File: src/rtl/indexed_regfile_mc_pkg.sv
// Shared definitions for the multi-channel indexed register file:
// index-width helper, read-channel state encoding and response record layout.
package indexed_regfile_mc_pkg;

  // Output stage of a read channel: EMPTY holds no response, FULL presents one.
  typedef enum logic {
    CH_EMPTY = 1'b0,
    CH_FULL  = 1'b1
  } ch_state_e;

  // Index width for a table of 'depth' entries; a 1-entry table still needs one bit.
  function automatic int idxw_f(input int depth);
    return (depth <= 1) ? 1 : $clog2(depth);
  endfunction

  // Response record is {err, data}: err sits one bit above the data word.
  function automatic int rsp_w_f(input int width);
    return width + 1;
  endfunction

  // INIT packing: entry k lives at INIT[k*WIDTH +: WIDTH], entry 0 in the LSBs.

endpackage

File: src/rtl/indexed_regfile_mc_read_channel.sv
// One read channel: valid/ready request, table lookup with write-first bypass,
// out-of-range detection and a one-entry registered response stage.
module indexed_regfile_mc_read_channel
  import indexed_regfile_mc_pkg::*;
#(
  parameter int WIDTH = 4,
  parameter int DEPTH = 4,
  parameter int IDXW  = 2
) (
  input  logic                   clk,
  input  logic                   rst_n,
  input  logic [WIDTH*DEPTH-1:0] mem_flat,
  input  logic                   wr_hit,
  input  logic [IDXW-1:0]        wr_index,
  input  logic [WIDTH-1:0]       wr_data,
  input  logic                   req_valid,
  output logic                   req_ready,
  input  logic [IDXW-1:0]        req_index,
  output logic                   rsp_valid,
  input  logic                   rsp_ready,
  output logic [WIDTH-1:0]       rsp_data,
  output logic                   rsp_err
);

  localparam int             RSPW    = rsp_w_f(WIDTH);
  // DEPTH may equal 2**IDXW, so compare with one extra bit.
  localparam logic [IDXW:0]  DEPTH_W = (IDXW+1)'(DEPTH);

  ch_state_e        state_q;
  logic [WIDTH-1:0] rsp_data_q;
  logic             rsp_err_q;
  logic             in_range_s;
  logic [WIDTH-1:0] mem_word_s;
  logic [WIDTH-1:0] word_s;
  logic [RSPW-1:0]  rsp_d;
  logic             accept_s;

  // Lookup: one-hot mux over entries, bypass a same-cycle write, flag out-of-range.
  always_comb begin
    in_range_s = ({1'b0, req_index} < DEPTH_W);
    mem_word_s = '0;
    for (int k = 0; k < DEPTH; k++) begin
      mem_word_s = mem_word_s |
                   (mem_flat[k*WIDTH +: WIDTH] & {WIDTH{req_index == IDXW'(k)}});
    end
    if (wr_hit && (wr_index == req_index)) begin
      word_s = wr_data;
    end else begin
      word_s = mem_word_s;
    end
    if (in_range_s) begin
      rsp_d = {1'b0, word_s};
    end else begin
      rsp_d = {1'b1, {WIDTH{1'b0}}};
    end
  end

  // A slot frees up in the same cycle the consumer takes the current response.
  assign req_ready = rst_n & ((state_q == CH_EMPTY) | rsp_ready);
  assign accept_s  = req_valid & req_ready;

  // Output stage FSM: capture on accept, drain on rsp_ready, hold under backpressure.
  always_ff @(posedge clk or negedge rst_n) begin
    if (!rst_n) begin
      state_q    <= CH_EMPTY;
      rsp_data_q <= '0;
      rsp_err_q  <= 1'b0;
    end else begin
      case (state_q)
        CH_EMPTY: begin
          if (accept_s) begin
            state_q    <= CH_FULL;
            rsp_data_q <= rsp_d[WIDTH-1:0];
            rsp_err_q  <= rsp_d[RSPW-1];
          end
        end
        CH_FULL: begin
          if (accept_s) begin
            rsp_data_q <= rsp_d[WIDTH-1:0];
            rsp_err_q  <= rsp_d[RSPW-1];
          end else if (rsp_ready) begin
            state_q <= CH_EMPTY;
          end
        end
        default: begin
          state_q <= CH_EMPTY;
        end
      endcase
    end
  end

  assign rsp_valid = (state_q == CH_FULL);
  assign rsp_data  = rsp_data_q;
  assign rsp_err   = rsp_err_q;

endmodule

File: src/rtl/indexed_regfile_mc.sv
// Multi-channel indexed register file: INIT-loaded storage, one write port with
// out-of-range flag, NREAD independent registered read channels.
module indexed_regfile_mc
  import indexed_regfile_mc_pkg::*;
#(
  parameter int                     WIDTH = 4,
  parameter int                     DEPTH = 4,
  parameter int                     NREAD = 2,
  parameter logic [WIDTH*DEPTH-1:0] INIT  = {4'd4, 4'd3, 4'd2, 4'd1},
  localparam int                    IDXW  = idxw_f(DEPTH)
) (
  input  logic [1:0]             clock_reset,
  input  logic                   wr_en,
  input  logic [IDXW-1:0]        wr_index,
  input  logic [WIDTH-1:0]       wr_data,
  output logic                   wr_err,
  input  logic [NREAD-1:0]       rd_req_valid,
  output logic [NREAD-1:0]       rd_req_ready,
  input  logic [NREAD*IDXW-1:0]  rd_req_index,
  output logic [NREAD-1:0]       rd_rsp_valid,
  input  logic [NREAD-1:0]       rd_rsp_ready,
  output logic [NREAD*WIDTH-1:0] rd_rsp_data,
  output logic [NREAD-1:0]       rd_rsp_err
);

  localparam logic [IDXW:0] DEPTH_W = (IDXW+1)'(DEPTH);

  logic                   clk;
  logic                   rst_n;
  logic [WIDTH*DEPTH-1:0] mem_q;
  logic [WIDTH*DEPTH-1:0] mem_d;
  logic                   wr_err_q;
  logic                   wr_err_d;
  logic                   wr_in_range_s;
  logic                   wr_hit_s;

  assign clk   = clock_reset[0];
  assign rst_n = clock_reset[1];

  // Write decode: in-range writes update one entry, out-of-range writes only raise wr_err.
  always_comb begin
    wr_in_range_s = ({1'b0, wr_index} < DEPTH_W);
    wr_hit_s      = wr_en & wr_in_range_s;
    wr_err_d      = wr_en & ~wr_in_range_s;
    mem_d         = mem_q;
    for (int k = 0; k < DEPTH; k++) begin
      if (wr_hit_s && (wr_index == IDXW'(k))) begin
        mem_d[k*WIDTH +: WIDTH] = wr_data;
      end else begin
        mem_d[k*WIDTH +: WIDTH] = mem_q[k*WIDTH +: WIDTH];
      end
    end
  end

  // Storage and write-error flag; reset restores the INIT table.
  always_ff @(posedge clk or negedge rst_n) begin
    if (!rst_n) begin
      mem_q    <= INIT;
      wr_err_q <= 1'b0;
    end else begin
      mem_q    <= mem_d;
      wr_err_q <= wr_err_d;
    end
  end

  assign wr_err = wr_err_q;

  for (genvar c = 0; c < NREAD; c++) begin : g_rd
    indexed_regfile_mc_read_channel #(
      .WIDTH (WIDTH),
      .DEPTH (DEPTH),
      .IDXW  (IDXW)
    ) u_ch (
      .clk       (clk),
      .rst_n     (rst_n),
      .mem_flat  (mem_q),
      .wr_hit    (wr_hit_s),
      .wr_index  (wr_index),
      .wr_data   (wr_data),
      .req_valid (rd_req_valid[c]),
      .req_ready (rd_req_ready[c]),
      .req_index (rd_req_index[c*IDXW +: IDXW]),
      .rsp_valid (rd_rsp_valid[c]),
      .rsp_ready (rd_rsp_ready[c]),
      .rsp_data  (rd_rsp_data[c*WIDTH +: WIDTH]),
      .rsp_err   (rd_rsp_err[c])
    );
  end

endmodule

File: config.mk
export PLATFORM = sky130hd
export DESIGN_NAME = indexed_regfile_mc
export DESIGN_NICKNAME = d
export VERILOG_FILES = /design/src/rtl/indexed_regfile_mc_pkg.sv /design/src/rtl/indexed_regfile_mc_read_channel.sv /design/src/rtl/indexed_regfile_mc.sv
export SDC_FILE = /design/constraint.sdc
export NUM_CORES = 1
export LEC_CHECK = 0
export ABC_AREA = 1
export CORE_MARGIN = 3
export CORE_UTILIZATION = 54
export DETAILED_ROUTE_END_ITERATION = 7
export GPL_TIMING_DRIVEN = 0
export PLACE_DENSITY = 0.84
export SYNTH_ARGS = -nofsm -noshare
export SYNTH_HDL_FRONTEND = slang
export SYNTH_SLANG_ARGS = --single-unit
File: constraint.sdc
create_clock -name clock_reset -period 3 [get_ports clock_reset]
set_clock_uncertainty 0.05 [all_clocks]
set_input_delay 0.3 -clock clock_reset [delete_from_list [all_inputs] [get_ports clock_reset]]
set_output_delay 0.3 -clock clock_reset [all_outputs]
set_load 0.05 [all_outputs]
==> results.tsv <==
stage	metric	value	unit
sta	max_slew_margin	0.657	
synthesis	yosysTopAreaCellShare	0.339	
placement	dp_hpwl	2720	um
setup_path	required	2.65	ns
cts	cts_tree	yes	
route	routed_wl	4730	um
floorplanning	io_pins	32	
route	vias	1719	
setup_path	cp_slowest_cell	dlygate4sd2_1	
floorplanning	row_count	18	
pwr	powerDensity	1140	nW/um2
route	drt_iter0_drc	223	
synthesis	synth_flop_cell	dfrtp_1	
setup_path	worstPathArrival	2.53	ns
route	drt_pass1_iterations	8	
synthesis	ys_types	18	
synthesis	synthCells	215	
cells_and_area	antenna_cells	0	
pwr	clockPowerShare	0.600	
sta	slew_viol_final	0	
worst_hold_path	hold_class	clock port to asynchronous set/reset pin	
pwr	switching_share	0.403	
route	wl_per_cell	15.6	um
pwr	p_comb_frac	0.202	
cells_and_area	final_area	2230	um2
floorplanning	die_w	59.6	um
synthesis	synth-edff-count	0	
pwr	ir_drop	1.33	mV
synthesis	yosysMostFrequentCell	nand2_1	
sta	holdWs	-0.247	ns
sta	setup_ws	0.125	ns
setup_path	cp_max_fo	2	
route	drtAntennaViolNets	0	
cells_and_area	final_nets	286	
synthesis	async_flop_share	1.00	
floorplanning	coreArea	2610	um2
cts	post_cts_resize_count	2	
setup_path	critPathBufInv	6	
placement	postPlaceCellArea	1860	um2
placement	pre_cts_ws	0.259	ns
floorplanning	fp.dieH	59.6	um
cells_and_area	drive_gt1_frac	0.183	
floorplanning	die_area	3550	um2
synthesis	yosysTopAreaCell	dfrtp_1	
placement	io_buffers	26	
setup_path	start_kind	clock port	
synthesis	yosysSeqAreaShare	0.424	
sta	worstMarginPinSlew	0.513	ns
synthesis	ys.warnings.count	0	
cts	clock_sinks	26	
global_routing	grt_util_all_layers	0.306	
sta	hold_viol	26	
status	failed_checks	hold timing	
floorplanning	start_util	0.593	
synthesis	syn_avg_cell_area	7.21	um2
global_routing	antenna_found_initial	0	
setup_path	critical_path.top_delay_family	buffers and inverters	
setup_path	cp-end-kind	output port	
pwr	total_power	2540	uW
status	outcome	finished with violations	
cts	hold_buffers	0	
synthesis	yosys-top-cells-area	dfrtp_1 (34%), nand2_1 (18%), nand3_1 (12%)	
pwr	cell_internal_pwr	1510	uW
setup_path	crit_top_cell	clkbuf_4	
sta	rsz0062_at_grt	false	
global_routing	grt_pass1_wl	7420	um
placement	place.gp.congestion	0.915	
sta	setup-tns-final	0	ns
route	remaining_drc_errors	0	
cts	clk_latency	0.33	ns
setup_path	cpPeakStageDelay	0.41	ns
pwr	leakagePower	0.00120	uW
pwr	power_switching	1020	uW
synthesis	ys_ff_latch	26	
synthesis	syn-cell-area	1550	um2
sta	setup_viol	0	
cts	clk_pin_slew	0.15	ns
setup_path	path_cells	clkbuf_4 > clkbuf_4 > clkbuf_4 > inv_1 > nor2_1 > buf_4 > dlygate4sd2_1	
cells_and_area	areaGrowthSynthToFinish	43.6	%
global_routing	grt_max_degree	16	
pwr	seq_power_share	0.198	
route	vias_per_cell	5.67	
global_routing	grt_pass1_vias	1876	
synthesis	synthTopCellsByCount	nand2_1 (74), nand3_1 (38), dfrtp_1 (21)	
setup_path	path_class	clock port to output port	
flow_run	maxCapViolCount	0	
cts	postCtsSetupRepairBufs	0	
global_routing	overflow	0	
[worst register-to-register path, delay by kind of cell (launching register included)]
kind / cells / cell delay, ns
buf+inv: 2 / 0.19
simple gates: 5 / 0.52
flops: 1 / 0.42
[cell usage in the layout (no fill, tap or decap), drive strengths merged]
cell	instances
nand2	80
nand3	40
inv	25
clkdlybuf4s50	24
dfrtp	21
clkbuf	21
o21ai	18
nor2	16
buf	11
dfstp	5
nand4	4
conb	3
bufinv	2
dlygate4sd2	2
a21oi	1
[cell type report]
cell class,count,area [um2]
tap,30,37.5
sequential,26,657
multi-input combinational,162,737
fill,146,387
buffer,11,93.8
clock inverter,12,97.6
clock buffer,23,304
inverter,15,58.8
timing repair buffer,24,240
[through the flow]
stage,instances,util
finish,303,0.852
global route,303,0.852
CTS,303,0.852
detailed placement,273,0.710
global placement,273,0.710
floorplan,217,-
[registers in the layout, summed over array words and instances, names as in the netlist]
signal	cells
g_rd.u_ch.rsp_valid	2
mem_q	16
g_rd.u_ch.rsp_data	8
[metal layers]
layer	track usage	routed length (um)	vias to the layer above
li1	-	-	798
met1	0.295	1710	747
met2	0.395	2180	123
met3	0.200	521	51
met4	0.367	310	0
met5	0	0	-
[logic make-up after synthesis]
kind of cell | share of synthesized area
AND/OR/NAND/NOR | 0.407
flip-flops | 0.424
buffers and inverters | 0.106
AO/OA/AOI/OAI | 0.0613
other | 0.00242
[power by group through the flow]
stage	Sequential (uW)	Clock [uW]	Combinational [uW]
final	503	1520	512
after global routing	510	1630	538
after CTS	500	1560	511
after detailed placement	505	299	499
after global placement	503	299	494
after floorplan	609	254	186
[final timing paths]
check                                         startpoint                       end  slack, ns  cells past startpoint
worst max-delay path                      clock_reset[1]           rd_req_ready[1]       0.12                      7
worst min-delay path                      clock_reset[1]    g_rd[1].u_ch.rsp_valid      -0.25                      3
worst max register to register    g_rd[1].u_ch.rsp_valid  g_rd[1].u_ch.rsp_data[1]       1.77                      7
worst min register to register  g_rd[0].u_ch.rsp_data[2]  g_rd[0].u_ch.rsp_data[2]       0.46                      2
max in group asynchronous                 clock_reset[1]                 mem_q[14]       2.94                      3
min in group clock_reset        g_rd[0].u_ch.rsp_data[2]  g_rd[0].u_ch.rsp_data[2]       0.46                      2
Note: power is estimated with default switching activity, not from simulation.
